`config.mk`:
```
export PLATFORM = sky130hd
export DESIGN_NAME = uart_tx_path
export DESIGN_NICKNAME = d
export VERILOG_FILES = /design/src/rtl/uart_tx_path.sv
export SDC_FILE = /design/constraint.sdc
export NUM_CORES = 1
export LEC_CHECK = 0
export BUFFER_PORTS_ARGS = -buffer_cell sky130_fd_sc_hd__buf_2
export CAP_MARGIN = 20
export CORE_ASPECT_RATIO = 0.7
export CORE_MARGIN = 5
export CORE_UTILIZATION = 35
export DETAILED_ROUTE_END_ITERATION = 10
export HOLD_SLACK_MARGIN = 0.03
export PLACE_DENSITY_LB_ADDON = 0.2
export REMOVE_ABC_BUFFERS = 1
export SYNTH_ARGS = -nofsm -noshare
export SYNTH_HDL_FRONTEND = slang
export SYNTH_SLANG_ARGS = --single-unit
```
`constraint.sdc`:
```
create_clock -name clk -period 6.1 [get_ports clk]
set_input_delay 1.525 -clock clk [delete_from_list [all_inputs] [get_ports clk]]
set_output_delay 1.525 -clock clk [all_outputs]
set_load 0.02 [all_outputs]
```
`src/rtl/uart_tx_path.sv`:
```
// Transmit-side UART: write FIFO, 16x-oversampled baud tick generator and a framing FSM.
// Define TX_PARITY_EN to add an even-parity bit after the last data bit.
module uart_tx_path #(
  parameter int D_bit     = 8,
  parameter int stop_tick = 32,
  parameter int depth     = 8,
  parameter int bit_w     = 10
) (
  input  logic             clk,
  input  logic             rst,
  input  logic             write_en,
  input  logic [D_bit-1:0] write_data,
  output logic             full,
  input  logic [bit_w-1:0] input_number,
  output logic             tx,
  output logic             tx_busy,
  output logic             tx_done
);

  localparam int AW  = (depth > 1) ? $clog2(depth) : 1;
  localparam int CW  = $clog2(depth + 1);
  localparam int BW  = (D_bit > 1) ? $clog2(D_bit) : 1;
  localparam int LIM = (stop_tick > 16) ? stop_tick : 16;
  localparam int SW  = $clog2(LIM);

  localparam logic [SW-1:0] BIT_LAST  = SW'(15);
  localparam logic [SW-1:0] STOP_LAST = SW'(stop_tick - 1);
  localparam logic [BW-1:0] IDX_LAST  = BW'(D_bit - 1);

  typedef enum logic [2:0] {
    S_IDLE,
    S_START,
    S_DATA,
`ifdef TX_PARITY_EN
    S_PARITY,
`endif
    S_STOP
  } state_t;

  // ---------------------------------------------------------------- FIFO
  logic [D_bit-1:0] mem_q [depth];
  logic [AW-1:0]    wr_ptr_q, wr_ptr_d, rd_ptr_q, rd_ptr_d;
  logic [CW-1:0]    count_q, count_d;
  logic             push, pop, empty;

  assign full  = (count_q == CW'(depth));
  assign empty = (count_q == '0);
  // A pop in the same cycle frees a slot, so a write at full is still taken.
  assign push  = write_en && (!full || pop);

  always_comb begin
    wr_ptr_d = wr_ptr_q;
    rd_ptr_d = rd_ptr_q;
    count_d  = count_q;
    if (push) wr_ptr_d = wr_ptr_q + AW'(1);
    if (pop)  rd_ptr_d = rd_ptr_q + AW'(1);
    if (push && !pop)      count_d = count_q + CW'(1);
    else if (!push && pop) count_d = count_q - CW'(1);
  end

  always_ff @(posedge clk) begin
    // NOTE: reset is synchronous, so it is tested inside the clocked block, not in the sensitivity list.
    if (rst) begin
      wr_ptr_q <= '0;
      rd_ptr_q <= '0;
      count_q  <= '0;
    end else begin
      wr_ptr_q <= wr_ptr_d;
      rd_ptr_q <= rd_ptr_d;
      count_q  <= count_d;
    end
  end

  // NOTE: the storage array is deliberately not reset; count_q alone decides which entries are valid.
  always_ff @(posedge clk) begin
    if (push) mem_q[wr_ptr_q] <= write_data;
  end

  // -------------------------------------------------------- tick generator
  logic [bit_w-1:0] tick_q, tick_d;
  logic             s_tick, tick_clr;

  assign s_tick = (tick_q == input_number);

  always_comb begin
    tick_d = tick_q + bit_w'(1);
    if (tick_clr || s_tick) tick_d = '0;
  end

  // ------------------------------------------------------------------ FSM
  state_t           state_q, state_d;
  logic [SW-1:0]    s_cnt_q, s_cnt_d;
  logic [BW-1:0]    bit_idx_q, bit_idx_d;
  logic [D_bit-1:0] shreg_q, shreg_d;
  logic             tx_q, tx_d, busy_q, busy_d, done_q, done_d;
`ifdef TX_PARITY_EN
  logic             parity_q, parity_d;
`endif

  // NOTE: every combinational output gets a default first so no path can infer a latch.
  always_comb begin
    state_d   = state_q;
    s_cnt_d   = s_tick ? s_cnt_q + SW'(1) : s_cnt_q;
    bit_idx_d = bit_idx_q;
    shreg_d   = shreg_q;
    pop       = 1'b0;
    tick_clr  = 1'b0;
    tx_d      = 1'b1;
    busy_d    = 1'b1;
    done_d    = 1'b0;
`ifdef TX_PARITY_EN
    parity_d  = parity_q;
`endif
    case (state_q)
      S_IDLE: begin
        busy_d  = 1'b0;
        s_cnt_d = '0;
        if (!empty) begin
          pop       = 1'b1;
          tick_clr  = 1'b1;
          shreg_d   = mem_q[rd_ptr_q];
          bit_idx_d = '0;
          state_d   = S_START;
`ifdef TX_PARITY_EN
          parity_d  = ^mem_q[rd_ptr_q];
`endif
        end
      end
      S_START: begin
        tx_d = 1'b0;
        if (s_tick && s_cnt_q == BIT_LAST) begin
          s_cnt_d = '0;
          state_d = S_DATA;
        end
      end
      S_DATA: begin
        tx_d = shreg_q[0];
        if (s_tick && s_cnt_q == BIT_LAST) begin
          s_cnt_d = '0;
          shreg_d = shreg_q >> 1;
          if (bit_idx_q == IDX_LAST) begin
            bit_idx_d = '0;
`ifdef TX_PARITY_EN
            state_d   = S_PARITY;
`else
            state_d   = S_STOP;
`endif
          end else begin
            bit_idx_d = bit_idx_q + BW'(1);
          end
        end
      end
`ifdef TX_PARITY_EN
      S_PARITY: begin
        tx_d = parity_q;
        if (s_tick && s_cnt_q == BIT_LAST) begin
          s_cnt_d = '0;
          state_d = S_STOP;
        end
      end
`endif
      S_STOP: begin
        if (s_tick && s_cnt_q == STOP_LAST) begin
          s_cnt_d = '0;
          done_d  = 1'b1;
          state_d = S_IDLE;
        end
      end
      default: state_d = S_IDLE;
    endcase
  end

  // Outputs are registered from the current state, so the line lags the FSM by one clock.
  always_ff @(posedge clk) begin
    if (rst) begin
      state_q   <= S_IDLE;
      tick_q    <= '0;
      s_cnt_q   <= '0;
      bit_idx_q <= '0;
      shreg_q   <= '0;
      tx_q      <= 1'b1;
      busy_q    <= 1'b0;
      done_q    <= 1'b0;
`ifdef TX_PARITY_EN
      parity_q  <= 1'b0;
`endif
    end else begin
      state_q   <= state_d;
      tick_q    <= tick_d;
      s_cnt_q   <= s_cnt_d;
      bit_idx_q <= bit_idx_d;
      shreg_q   <= shreg_d;
      tx_q      <= tx_d;
      busy_q    <= busy_d;
      done_q    <= done_d;
`ifdef TX_PARITY_EN
      parity_q  <= parity_d;
`endif
    end
  end

  assign tx      = tx_q;
  assign tx_busy = busy_q;
  assign tx_done = done_q;

endmodule

```
; Yosys cells after proc, flatten, opt, wreduce, memory -nomap -nowiden
; Memories as Yosys holds them, arrays and structs flattened. A register that Yosys moved wholly into a read port is not among the register bits.
; Index checks and enable logic that the tools add are counted.
[totals]
memories = 1
romBits = 0
wordCells = 80
ram_bits = 64
ff_bits = 42
output_inout_bits = 4
latchBits = 0
[mem_list]
columns = memory, depth, width, read_ports, rd_clocked_by_memory_dff, write_ports, line_no
row1 = mem_q, 8, 8, 1, 1, 1, 41  ; logic [D_bit-1:0] mem_q [depth];
[op_classes]
addsub = 7
shifts = 0
n_lt_le_gt_ge = 0
n_reduce_logical = 19
n_eq_ne = 13
bitwise = 1
muxes = 28
div = 0
multipliers = 0
[op_table]
columns = cell, count
row1 = $mux W3, 10
row2 = $mux W8, 2
row3 = $pmux W8 S2, 1
row4 = $mux W5, 3
row5 = $pmux W5 S3, 1
row6 = $pmux W3 S4, 1
row7 = $add A10 B1 Y10 const B, 1
row8 = $eq A10 B10 Y1, 1
row9 = $ne A2 B2 Y1 const B, 5
row10 = $add A3 B1 Y3 const B, 3
row11 = $mux W4, 2
row12 = $eq A3 B2 Y1 const B, 2
row13 = $mux W1, 6
row14 = $pmux W3 S2, 1
row15 = $reduce_or A2 Y1, 3
row16 = $add A5 B1 Y5 const B, 1
row17 = $eq A5 B4 Y1 const B, 1
row18 = $eq A5 B5 Y1 const B, 1
row19 = $logic_and A1 B1 Y1, 5
row20 = $reduce_and A5 Y1, 1
row21 = $add A4 B1 Y4 const B, 1
row22 = $eq A4 B4 Y1 const B, 1
row23 = $logic_not A4 Y1, 1
row24 = $reduce_bool A2 Y1, 2
row25 = other kinds (9), 12

; Longest topological paths before layout
[depth]
ltp_word = 9
ltp_mapped = 12
depth_no_buf = 12

; Worst setup path before layout
; No wires, ideal clock.
[synth_timing]
kind = in2reg
start = input port write_en
end = register count_q[3]
t_arrival_ns = 3.075
required_ns = 6.030
stages = 9
setup_slack_ns = 2.955
setup_ns = 0.070
cell_sequence = o21a_1 ha_1 inv_1 ha_1 a21o_1 a21oi_1 xnor2_1 or3_1 a21oi_1
[synth_via]
elab_chain_cells = 4
word_cells_on_any_way = 6
[synth_rtl]
columns = item, line_no
row1 = from (decl), 11  ; input logic write_en,
row2 = $logic_and A1 B1 Y1 *, 49  ; assign push = write_en && (!full || pop);
row3 = $logic_not A1 Y1, 58  ; else if (!push && pop) count_d = count_q - CW'(1);
row4 = $logic_and A1 B1 Y1, 58
row5 = $reduce_bool A2 Y1 (no source line), --
row6 = to (signal assigned), 70  ; count_q <= count_d;
row7 = to (decl), 43  ; logic [CW-1:0] count_q, count_d;
; Every way passes the cells marked *; elsewhere a longest branch is shown, timed or not.
; A chain may end at the register's enable or synchronous reset.

; Final worst setup path
[layout_timing]
start = register count_q[0]
end = output port full
[layout_via]
elab_chain_cells = 1
[layout_rtl]
columns = item, line_no
row1 = $eq A4 B4 Y1, 46  ; assign full = (count_q == CW'(depth));
row2 = to (decl), 13  ; output logic full,
; Every way passes these cells.

==> impl_metrics.yaml <==
status:
  status: "completed"
clock_tree:
  cts_tree: "done"
  clk_path_buf_depth: 2
  clk_latency_ps: 360
  cts_max_level: 3
  cts_resized: 0
  cts_setup_buffers: 0
  cts_sinks: 108
  ctsRootBufferMaster: "clkbuf_16"
  clkTransAtPathRegs_ps: 80
  cts_inserted_buffers: 9
  hold_buffers: 0
sta:
  finalCritPeriodShare: 0.520
  finalSetupViolCount: 0
  finalHoldViolCount: 0
  clock_skew_ps: 13.4
  relSlewSlack: 0.340
  grt_setup_unrepaired: "no"
  slew_violations: 0
  period_needed_ps: 3170
  fmax_ghz: 0.315
  worst_pin_slew_ps: 986
  fin_tns_setup_ps: 0
  whs_ps: 475
global_route:
  busiest_layer: "met1"
  use_met3: 0.0338
  track_usage: 0.113
  grt-ovfl-total: 0
  grt_util_met1: 0.166
  use_met2: 0.161
  grt_max_degree: 24
  grt_antenna_before_repair: 0
  grt_pass1_wl_mm: 13.3
  grt_pass1_vias: 2438
cells_and_area:
  drive_gt1_frac: 0.188
  nFillCells: 1151
  antenna_cells: 0
  utilization: 0.409
  synthToLayoutAreaGrowth_pct: 13.6
  fin_nets: 384
synthesis:
  netlist_instances: 318
  yosysSeqAreaShare: 0.620
  synth_area_sq_um: 4520
  synth_area_per_cell_sq_um: 14.2
  ys_ff_latch: 108
  synth_edf_count: 64
  ys_warn_count: 0
  synth_top_area_cell: "edfxtp_1"
  synth.area.top_cells: "edfxtp_1, dfxtp_1, mux4_2"
  synthArstFlopShare: 0
  ys_types: 40
  netlist.area_leader.share: 0.425
  synth_flop_cell: "edfxtp_1"
floorplanning:
  fp-row-count: 34
  die_y_um: 105
  fp.dieArea_sq_um: 15300
  die_w_um: 146
  initial_core_util: 0.360
  io_pins: 25
  core_sq_um: 12500
route:
  drt_wl_total_mm: 8.21
  first_iter_violations: 116
  vias: 2447
  firstDrtPassIters: 4
  drt-vias-per-instance: 4.76
  wl_per_cell_um: 16.0
  ant_nets: 0
  drc: 0
worst_setup_path:
  crit_fanout: 5
  arrival_ps: 1650
  cp_data_required_time_ps: 4580
  critPathKind: "flip-flop to output port"
  cp-end-kind: "output port"
  start_kind: "flip-flop"
power:
  ir_worst_vdd_uv: 177
  power_frac_seq: 0.457
  power.leakage_nw: 1.85
  p_comb_frac: 0.237
  switching_share: 0.311
  intPower_mw: 1.36
  p_per_area_nw_per_um2: 385
  netSwitchingPower_mw: 0.615
  clock_power_share: 0.306
placement:
  portBuffers: 24
  dp_hpwl_mm: 5.65
  routabilityCongestion: 0.694
hold_path:
  hp-class: "flip-flop to flip-flop"
run:
  drv_cap: 0
logic make-up after synthesis:
group,synth area share
DFF,0.620
and+or+nand+nor,0.103
AOI/OAI and AO/OA,0.0515
muxes,0.111
xor gates and xnor gates,0.0504
buffers and inverters,0.0185
adders and majority gates,0.0459
power by group through the flow:
stage	registers, mW	logic, mW	clock network, mW
3_3_place_gp	0.918	0.469	0
6_report	0.903	0.469	0.605
2_1_floorplan	0.922	0.339	0
4_1_cts	0.904	0.475	0.622
5_1_grt	0.914	0.530	0.660
3_5_place_dp	0.920	0.472	0
layer usage:
metal  vias up  part of all wire
met5         -                 0
met4         0             0.014
met3         9             0.049
met2        34              0.42
met1      1174              0.52
li1       1230                 -
synthesized netlist by cell type (6+ instances only):
library cell  count
xor2_1           17
mux2i_1          14
inv_1            10
dfxtp_1          44
nand2b_1          8
xnor2_1           9
mux4_2           16
a21oi_1           6
a221o_1           7
edfxtp_1         64
nor2_1           41
nand2_1          11
ha_1             15
metrics by stage:
step,setup slack (ps),power (mW),cells,cell area (sq um)
after global placement,2760,1.39,497,4810
final,2930,1.98,514,5140
after floorplan,2960,1.26,309,4470
after detailed placement,2740,1.39,498,4820
after global routing,2830,2.10,514,5140
after CTS,2900,2.00,514,5140
worst paths after layout:
| kind | start | endpoint | slack (ps) | cells after the start |
|---|---|---|---|---|
| setup reg to reg | count_q[0] | count_q[3] | 3230 | 10 |
| hold / removal | shreg_q[7] | shreg_q[7] | 480 | 1 |
| setup / recovery | count_q[0] | full | 2930 | 3 |
| hold reg to reg | shreg_q[7] | shreg_q[7] | 480 | 1 |
state kept, by name, summed over array words and instances (netlist names), named ones only:
| signal | flops |
|---|---|
| count_q | 4 |
| shreg_q | 8 |
| state_q | 2 |
| mem_q | 64 |
| tick_q | 10 |
| tx_busy | 1 |
| wr_ptr_q | 3 |
| s_cnt_q | 5 |
| rd_ptr_q | 3 |
| bit_idx_q | 3 |
| tx | 1 |
| tx_done | 1 |
worst max-delay path, stage by stage, from the launching register on:
cell,delay (ps)
dfxtp_1,370
or4b_2,700
inv_1,70
buf_2,150
layout by cell type (no fill, tap or decap), types with 2 or more instances in the layout:
cell type and instances:
inv_8 3, o21ai_0 4, a41oi_1 2, dfxtp_1 44, nand3_1 5, mux4_2 16
buf_2 24, xor2_1 17, nor2b_1 2, nand2_1 11, nand2b_1 8, nor4_4 2
o21a_1 2, ha_1 15, nor2_1 41, and4_1 2, a221o_1 7, xnor2_1 9
inv_1 10, edfxtp_1 64, and3_1 5, mux2i_1 14, nor3_1 3, a22o_1 3
or3_1 3, o21bai_1 2, clkbuf_16 9, a21oi_1 6, buf_4 3, inv_12 2
final cells by class:
type / count / area [sq um] / area share
Multi-Input combinational cell: 191 / 1630 / 0.318
Clock buffer: 9 / 225 / 0.0438
Inverter: 10 / 37.5 / 0.00731
Sequential cell: 108 / 2800 / 0.546
Clock inverter: 7 / 91.3 / 0.0178
Timing Repair Buffer: 27 / 143 / 0.0278
Tap cell: 162 / 203 / 0.0395
Power figures use the tool's default switching activity.
